[config.mk]
export PLATFORM = sky130hd
export DESIGN_NAME = instr_encoder_flat
export DESIGN_NICKNAME = d
export VERILOG_FILES = /design/src/rtl/instr_encoder_pkg.sv /design/src/rtl/instr_encoder_if.sv /design/src/rtl/instr_encoder_pack.sv /design/src/rtl/instr_encoder.sv /design/src/flat_wrapper.sv
export SDC_FILE = /design/constraint.sdc
export NUM_CORES = 1
export LEC_CHECK = 0
export CAP_MARGIN = 20
export CORE_MARGIN = 2
export CORE_UTILIZATION = 40
export CTS_CLUSTER_SIZE = 8
export DETAILED_ROUTE_END_ITERATION = 8
export PLACE_DENSITY = 0.75
export SYNTH_ARGS = -nofsm -noshare
export SYNTH_HDL_FRONTEND = slang
export SYNTH_SLANG_ARGS = --single-unit
[constraint.sdc]
create_clock -name clk -period 3.9 [get_ports clk]
set_clock_uncertainty 0.15 [all_clocks]
set_input_delay 0.39 -clock clk [delete_from_list [all_inputs] [get_ports clk]]
set_output_delay 0.39 -clock clk [all_outputs]
set_load 0.02 [all_outputs]
[src/rtl/instr_encoder_pkg.sv]
// Shared types and MIPS field constants for the instruction encoder.
// Selector values, opcodes, R-type function codes and the load FSM states.
package instr_enc_pkg;

    typedef enum logic [3:0] {
        OPS_ADDU  = 4'd0,
        OPS_SUBU  = 4'd1,
        OPS_AND   = 4'd2,
        OPS_OR    = 4'd3,
        OPS_SLTU  = 4'd4,
        OPS_LW    = 4'd5,
        OPS_SW    = 4'd6,
        OPS_BEQ   = 4'd7,
        OPS_ADDIU = 4'd8,
        OPS_J     = 4'd9,
        OPS_LUI   = 4'd10,
        OPS_ORI   = 4'd11,
        OPS_BLTZ  = 4'd12
    } opsel_e;

    localparam logic [5:0] OPC_RTYPE  = 6'h00;
    localparam logic [5:0] OPC_REGIMM = 6'h01;
    localparam logic [5:0] OPC_J      = 6'h02;
    localparam logic [5:0] OPC_BEQ    = 6'h04;
    localparam logic [5:0] OPC_ADDIU  = 6'h09;
    localparam logic [5:0] OPC_ORI    = 6'h0D;
    localparam logic [5:0] OPC_LUI    = 6'h0F;
    localparam logic [5:0] OPC_LW     = 6'h23;
    localparam logic [5:0] OPC_SW     = 6'h2B;

    localparam logic [5:0] FN_ADDU = 6'h21;
    localparam logic [5:0] FN_SUBU = 6'h23;
    localparam logic [5:0] FN_AND  = 6'h24;
    localparam logic [5:0] FN_OR   = 6'h25;
    localparam logic [5:0] FN_SLTU = 6'h2B;

    typedef enum logic [1:0] {
        ST_IDLE,
        ST_RUN,
        ST_DONE,
        ST_FULL
    } state_e;

endpackage

[src/rtl/instr_encoder_if.sv]
// Request and instruction-memory write bus of the instruction encoder.
// The master drives requests; the slave (encoder) drives memory writes and status.
interface instr_encoder_if #(
    parameter int ADDR_W = 6
);
    logic              start;
    logic              in_valid;
    logic              in_ready;
    logic [3:0]        in_opsel;
    logic [4:0]        in_rs;
    logic [4:0]        in_rt;
    logic [4:0]        in_rd;
    logic [15:0]       in_imm;
    logic [25:0]       in_target;
    logic              in_last;
    logic              imem_we;
    logic [ADDR_W-1:0] imem_addr;
    logic [31:0]       imem_wdata;
    logic              done;
    logic              full;
    logic              err;

    modport master (
        output start, in_valid, in_opsel, in_rs, in_rt, in_rd, in_imm, in_target, in_last,
        input  in_ready, imem_we, imem_addr, imem_wdata, done, full, err
    );

    modport slave (
        input  start, in_valid, in_opsel, in_rs, in_rt, in_rd, in_imm, in_target, in_last,
        output in_ready, imem_we, imem_addr, imem_wdata, done, full, err
    );
endinterface

[src/rtl/instr_encoder_pack.sv]
// Combinational packer: selector plus fields to a 32-bit MIPS word.
// Selectors outside the decoder's subset raise o_illegal and yield a zero word.
module instr_pack
    import instr_enc_pkg::*;
(
    input  logic [3:0]  i_opsel,
    input  logic [4:0]  i_rs,
    input  logic [4:0]  i_rt,
    input  logic [4:0]  i_rd,
    input  logic [15:0] i_imm,
    input  logic [25:0] i_target,
    output logic [31:0] o_word,
    output logic        o_illegal
);

    always_comb begin
        // NOTE: defaults first so every path assigns both outputs and no latch is inferred.
        o_word    = '0;
        o_illegal = 1'b0;
        case (opsel_e'(i_opsel))
            OPS_ADDU:  o_word = {OPC_RTYPE, i_rs, i_rt, i_rd, 5'd0, FN_ADDU};
            OPS_SUBU:  o_word = {OPC_RTYPE, i_rs, i_rt, i_rd, 5'd0, FN_SUBU};
            OPS_AND:   o_word = {OPC_RTYPE, i_rs, i_rt, i_rd, 5'd0, FN_AND};
            OPS_OR:    o_word = {OPC_RTYPE, i_rs, i_rt, i_rd, 5'd0, FN_OR};
            OPS_SLTU:  o_word = {OPC_RTYPE, i_rs, i_rt, i_rd, 5'd0, FN_SLTU};
            OPS_LW:    o_word = {OPC_LW,    i_rs, i_rt, i_imm};
            OPS_SW:    o_word = {OPC_SW,    i_rs, i_rt, i_imm};
            OPS_BEQ:   o_word = {OPC_BEQ,   i_rs, i_rt, i_imm};
            OPS_ADDIU: o_word = {OPC_ADDIU, i_rs, i_rt, i_imm};
            OPS_ORI:   o_word = {OPC_ORI,   i_rs, i_rt, i_imm};
            // LUI has no source register and BLTZ uses rt as a sub-opcode of zero
            OPS_LUI:   o_word = {OPC_LUI,    5'd0, i_rt, i_imm};
            OPS_BLTZ:  o_word = {OPC_REGIMM, i_rs, 5'd0, i_imm};
            OPS_J:     o_word = {OPC_J, i_target};
            default:   o_illegal = 1'b1;
        endcase
    end

endmodule

[src/rtl/instr_encoder.sv]
// Program loader: encodes accepted requests and writes them to consecutive
// instruction-memory words starting at BASE_ADDR after each start pulse.
module instr_encoder
    import instr_enc_pkg::*;
#(
    parameter int ADDR_W    = 6,
    parameter int BASE_ADDR = 0
) (
    input  logic            clk,
    input  logic            reset,
    instr_encoder_if.slave  bus
);

    localparam logic [ADDR_W-1:0] BASE      = ADDR_W'(BASE_ADDR);
    localparam logic [ADDR_W-1:0] LAST_SLOT = ADDR_W'(BASE_ADDR + (1 << ADDR_W) - 1);

    state_e            r_state;
    logic              r_ready;
    logic [ADDR_W-1:0] r_slot;
    logic              r_we;
    logic [ADDR_W-1:0] r_addr;
    logic [31:0]       r_wdata;
    logic              r_done;
    logic              r_full;
    logic              r_err;

    logic [31:0]       w_word;
    logic              w_illegal;

    instr_pack u_pack (
        .i_opsel   (bus.in_opsel),
        .i_rs      (bus.in_rs),
        .i_rt      (bus.in_rt),
        .i_rd      (bus.in_rd),
        .i_imm     (bus.in_imm),
        .i_target  (bus.in_target),
        .o_word    (w_word),
        .o_illegal (w_illegal)
    );

    // NOTE: sequential state uses non-blocking assignments only; every register,
    // including the pending write, is cleared by the asynchronous reset.
    always_ff @(posedge clk or posedge reset) begin
        if (reset) begin
            r_state <= ST_IDLE;
            r_ready <= 1'b0;
            r_slot  <= BASE;
            r_we    <= 1'b0;
            r_addr  <= BASE;
            r_wdata <= '0;
            r_done  <= 1'b0;
            r_full  <= 1'b0;
            r_err   <= 1'b0;
        end else begin
            r_we <= 1'b0;
            case (r_state)
                ST_RUN: begin
                    if (bus.in_valid) begin
                        if (w_illegal) begin
                            r_err <= 1'b1;
                        end else begin
                            r_we    <= 1'b1;
                            r_addr  <= r_slot;
                            r_wdata <= w_word;
                            r_slot  <= r_slot + 1'b1;
                        end
                        // in_last takes priority over running out of slots
                        if (bus.in_last) begin
                            r_state <= ST_DONE;
                            r_ready <= 1'b0;
                            r_done  <= 1'b1;
                        end else if (!w_illegal && r_slot == LAST_SLOT) begin
                            r_state <= ST_FULL;
                            r_ready <= 1'b0;
                            r_full  <= 1'b1;
                        end
                    end
                end
                default: begin
                    if (bus.start) begin
                        r_state <= ST_RUN;
                        r_ready <= 1'b1;
                        r_slot  <= BASE;
                        r_err   <= 1'b0;
                        r_done  <= 1'b0;
                        r_full  <= 1'b0;
                    end
                end
            endcase
        end
    end

    assign bus.in_ready   = r_ready;
    assign bus.imem_we    = r_we;
    assign bus.imem_addr  = r_addr;
    assign bus.imem_wdata = r_wdata;
    assign bus.done       = r_done;
    assign bus.full       = r_full;
    assign bus.err        = r_err;

endmodule

[src/flat_wrapper.sv]
// flat-port wrapper written by rule: the top's interface ports become plain ports
module instr_encoder_flat import instr_enc_pkg::*;
#(
    parameter int ADDR_W    = 6,
    parameter int BASE_ADDR = 0
)
  (clk, reset, bus_start, bus_in_valid, bus_in_opsel, bus_in_rs, bus_in_rt, bus_in_rd, bus_in_imm, bus_in_target, bus_in_last, bus_in_ready, bus_imem_we, bus_imem_addr, bus_imem_wdata, bus_done, bus_full, bus_err);
  instr_encoder_if #(.ADDR_W(ADDR_W)) bus_i ();
  input  logic clk;
  input  logic reset;
  input wire logic [$bits(bus_i.start)-1:0] bus_start;
  input wire logic [$bits(bus_i.in_valid)-1:0] bus_in_valid;
  input wire logic [$bits(bus_i.in_opsel)-1:0] bus_in_opsel;
  input wire logic [$bits(bus_i.in_rs)-1:0] bus_in_rs;
  input wire logic [$bits(bus_i.in_rt)-1:0] bus_in_rt;
  input wire logic [$bits(bus_i.in_rd)-1:0] bus_in_rd;
  input wire logic [$bits(bus_i.in_imm)-1:0] bus_in_imm;
  input wire logic [$bits(bus_i.in_target)-1:0] bus_in_target;
  input wire logic [$bits(bus_i.in_last)-1:0] bus_in_last;
  output wire logic [$bits(bus_i.in_ready)-1:0] bus_in_ready;
  output wire logic [$bits(bus_i.imem_we)-1:0] bus_imem_we;
  output wire logic [$bits(bus_i.imem_addr)-1:0] bus_imem_addr;
  output wire logic [$bits(bus_i.imem_wdata)-1:0] bus_imem_wdata;
  output wire logic [$bits(bus_i.done)-1:0] bus_done;
  output wire logic [$bits(bus_i.full)-1:0] bus_full;
  output wire logic [$bits(bus_i.err)-1:0] bus_err;
  assign bus_i.start = bus_start;
  assign bus_i.in_valid = bus_in_valid;
  assign bus_i.in_opsel = bus_in_opsel;
  assign bus_i.in_rs = bus_in_rs;
  assign bus_i.in_rt = bus_in_rt;
  assign bus_i.in_rd = bus_in_rd;
  assign bus_i.in_imm = bus_in_imm;
  assign bus_i.in_target = bus_in_target;
  assign bus_i.in_last = bus_in_last;
  assign bus_in_ready = bus_i.in_ready;
  assign bus_imem_we = bus_i.imem_we;
  assign bus_imem_addr = bus_i.imem_addr;
  assign bus_imem_wdata = bus_i.imem_wdata;
  assign bus_done = bus_i.done;
  assign bus_full = bus_i.full;
  assign bus_err = bus_i.err;
  instr_encoder #(.ADDR_W(ADDR_W), .BASE_ADDR(BASE_ADDR)) u_core (.clk(clk), .reset(reset), .bus(bus_i));
endmodule
==> parameters.txt <==
Parameter                              Value

Place
  GPL Wtd Cong ... 0.850
  # port buffers ... 107
  Detailed placer's ending HPWL ... 5.55 mm
  Worst slack at placement ... 0.998 ns

Floorplanning
  Initial standard-cell utilization of the core ... 41.9%
  Area enclosed by the die boundary ... 7440 sq um
  I/O pins ... 109
  Die width ... 86.3 um
  Die H ... 86.3 um
  Number of cell rows ... 29
  Core Region ... 6460 sq um

Yosys
  Post-Synth Simple-Gate Area ... 21.5%
  Distinct cells, synth ... 53
  Number of warning messages in the yosys log ... 0
  Cell taking the most area after synthesis ... sky130_fd_sc_hd__dfrtp_1
  EDFF count, synth ... 0
  Most used DFF post-synth ... sky130_fd_sc_hd__dfrtp_1
  Synthesized instance count ... 300
  Multiplexer share of the synthesized area ... 1.11%
  Post-Synth Adder-Cell Area ... 0.462%
  Area share of the largest cell type after synthesis ... 46.2%
  Yosys reg bits ... 50
  Parity-gate share of the synthesized area counting xor and xnor cells ... 1.29%
  Biggest area contributors in the synthesized netlist ... sky130_fd_sc_hd__dfrtp_1 46%, sky130_fd_sc_hd__nor2_1 7.1%, sky130_fd_sc_hd__a21oi_1 5.2%, sky130_fd_sc_hd__nand2_1 4.6%, sky130_fd_sc_hd__a221oi_1 4.2%
  Post-synthesis sequential area ratio ... 46.2%
  Combinational family with the most area after synthesis ... compound AO/OA/AOI/OAI gates
  Mean instance size in the synthesized netlist ... 9.02 sq um
  Synthesized net count ... 367
  Compound-gate portion of the synthesized area ... 23.2%
  Area of the mapped netlist ... 2710 sq um
  Async set or reset register ratio after synthesis ... 100%

GRT
  Overall routing resource usage ... 20.6%
  Pin count of the biggest net entering global routing ... 51
  Initial antenna violation count ... 0
  GRT Residual Overflow ... 0
  Number of global-route vias before repair ... 2493
  Wire length of the first global-routing pass ... 12.3 mm

Run
  Max-cap viol count ... 0

Worst setup path
  Classification of the worst setup path ... input port to flip-flop
  Peak fanout along the critical path ... 23
  Endpoint kind of the worst setup timing path ... flip-flop
  CP Data Arrival Time ... 2.68 ns
  Required time worst endpoint ... 3.97 ns
  Kind of launch point of the worst setup path ... input port

STA
  Setup violators final ... 0
  Worst-Margin Slew ... 0.800 ns
  Achievable frequency ... 383 MHz
  RSZ-0062 raised after global routing ... false
  Least setup slack across all paths after layout ... 1.29 ns
  Part of the cycle the worst path needs ... 67.0%
  Tmin final ... 2.61 ns
  Total negative slack ... 0 ns
  Total count of max-transition violations in the final report ... 0
  Final Hold Violating Endpoints ... 0
  Max-slew headroom at the worst pin ... 46.6%

Routing
  TritonRoute pass-1 iters ... 5
  Number of nets still failing antenna checks after routing ... 0
  Post-Route WL ... 7.57 mm
  Vias ... 2636
  DR vias/cell ... 5.56
  Routed wire per std cell ... 16.0 um
  DRT iter0 DRCs ... 117
  Post-route DRC violation count ... 0

Clocking
  Clock-pin slew on the worst setup and hold paths ... 0.09 ns
  Skew-Pair Late Insertion Delay ... 0.29 ns
  Number of buffers inserted to repair setup after CTS ... 0
  Clock buffers created by TritonCTS ... 5
  Sinks on Clock Net ... 50
  Hold-fix buffers at CTS ... 0
  Clk buf depth ... 2
  Clock tree from TritonCTS ... yes
  H-tree levels ... 2
  # resized after CTS ... 0
  Cell at the root of the clock tree ... sky130_fd_sc_hd__clkbuf_8

Finish
  Leading cell types in the layout, fill and taps excluded ... 107 x sky130_fd_sc_hd__clkdlybuf4s50_1, 51 x sky130_fd_sc_hd__nor2_1, 50 x sky130_fd_sc_hd__dfrtp_1
  Synthesis-to-finish area growth ... 44.2%
  Share of final-layout standard cells stronger than drive strength 1 ... 5.79%
  Number of diodes ... 0
  Leading cell type in the layout, fill and taps excluded ... sky130_fd_sc_hd__clkdlybuf4s50_1
  Number of nets in the layout ... 464

Power and ir drop
  Worst voltage drop across the vdd grid ... 0.372 mV
  Leakage Power ... 1.59 nW
  P per Cell Area ... 594 nW/um^2

Hold path
  HP Class ... input port to async pin

Outcome
  Run status ... finished, final reports clean
==> Yosys cell counts, types with 2 or more instances <==
cell type                   n
sky130_fd_sc_hd__nor2_1    51
sky130_fd_sc_hd__buf_6      3
sky130_fd_sc_hd__a32o_1     5
sky130_fd_sc_hd__inv_1      4
sky130_fd_sc_hd__a22oi_1    2
sky130_fd_sc_hd__dfrtp_1   50
sky130_fd_sc_hd__nand2_1   33
sky130_fd_sc_hd__a221oi_1  13
sky130_fd_sc_hd__o22ai_1    3
sky130_fd_sc_hd__buf_4      4
sky130_fd_sc_hd__a211oi_1   2
sky130_fd_sc_hd__nand2b_1   8
sky130_fd_sc_hd__buf_2     13
sky130_fd_sc_hd__clkbuf_1   3
sky130_fd_sc_hd__nand4b_1   5
sky130_fd_sc_hd__nor2b_1    4
sky130_fd_sc_hd__nand3_1    3
sky130_fd_sc_hd__and3_1     3
sky130_fd_sc_hd__a31oi_1    2
sky130_fd_sc_hd__nor3_1     3
sky130_fd_sc_hd__nand3b_1   2
sky130_fd_sc_hd__o21ai_0   14
sky130_fd_sc_hd__o21a_1     3
sky130_fd_sc_hd__a21oi_1   28
sky130_fd_sc_hd__a222oi_1   5
sky130_fd_sc_hd__a21o_1     2
sky130_fd_sc_hd__o21ai_1    2
sky130_fd_sc_hd__mux2i_1    3
sky130_fd_sc_hd__xnor2_1    3
==> cell type report <==
cell class | count | area (sq um)
inverters | 6 | 25.0
well taps | 77 | 96.3
multi-input cells | 221 | 1290
clock buffers | 6 | 82.6
fillers | 601 | 2550
clock inverters | 1 | 30.0
flip-flops and latches | 50 | 1250
repair buffers | 113 | 1130
==> kinds of logic (layout without fill, tap and decap cells) <==
group                    count (synthesis)  in the layout
buffers and inverters                   29            126
adder cells (fa/ha/maj)                  1              1
XOR/XNOR                                 4              4
flip-flops                              50             50
multiplexers                             3              3
AND/OR/NAND/NOR                        122            122
other                                    1              1
AO/OA/AOI/OAI                           90             90
==> stage by stage <==
| step | power (mW) | std cells | hold slack (ns) | area, sq um | utilization [%] |
|---|---|---|---|---|---|
| 6_report | 2.32 | 474 | 0.147 | 3900 | 60.4 |
| 5_1_grt | 2.47 | 474 | 0.158 | 3900 | 60.4 |
| 4_1_cts | 2.34 | 473 | 0.336 | 3880 | 60.1 |
| 3_5_place_dp | 1.96 | 466 | 0.314 | 3770 | 58.4 |
| 3_3_place_gp | 1.94 | 466 | 0.308 | 3770 | 58.4 |
| 2_1_floorplan | 1.42 | 300 | 0.321 | 2710 | - |
==> sequential cells by signal, summed over array words and instances, names as in the netlist <==
register / count
u_core.bus.done: 1
u_core.bus.err: 1
u_core.bus.full: 1
u_core.bus.imem_addr: 6
u_core.bus.imem_wdata: 31
u_core.bus.imem_we: 1
u_core.bus.in_ready: 1
u_core.r_slot: 6
u_core.r_state: 2
==> worst paths after layout <==
kind	slack, ns	end	cells after the start	startpoint
worst min-delay path	0.15	u_core.bus.imem_addr[2]	2	reset
min in group clk	0.33	u_core.bus.imem_addr[1]	2	u_core.bus.imem_addr[1]
worst max register to register	1.77	u_core.bus.imem_wdata[0]	6	u_core.r_state[1]
max in group asynchronous	2.99	u_core.bus.imem_wdata[19]	3	reset
worst min register to register	0.33	u_core.bus.imem_addr[1]	2	u_core.bus.imem_addr[1]
worst max-delay path	1.29	u_core.bus.imem_wdata[14]	5	bus_in_opsel[2]
==> report_power, final <==
part	switching, mW	internal [mW]	total [mW]
registers	0.129	0.722	0.851
clock network	0.165	0.205	0.371
logic	0.570	0.527	1.10
total	0.864	1.45	2.32
==> routing by layer <==
layer | GRT usage, % | up-vias | wire length (um) | share of wire, %
met3 | 5.05 | 4 | 559 | 7.4
met5 | 0 | - | 0 | 0
met1 | 28.9 | 1258 | 3340 | 44
met4 | 3.41 | 0 | 37 | 0.49
met2 | 32.9 | 105 | 3630 | 48
li1 | - | 1269 | - | -
==> critical path: stages <==
cell,delay [ns]
sky130_fd_sc_hd__clkdlybuf4s50_1,0.80
sky130_fd_sc_hd__and3_1,0.40
sky130_fd_sc_hd__a211oi_2,0.68
sky130_fd_sc_hd__a222oi_1,0.20
sky130_fd_sc_hd__a21oi_1,0.20
(Power assumes the default switching activity.)
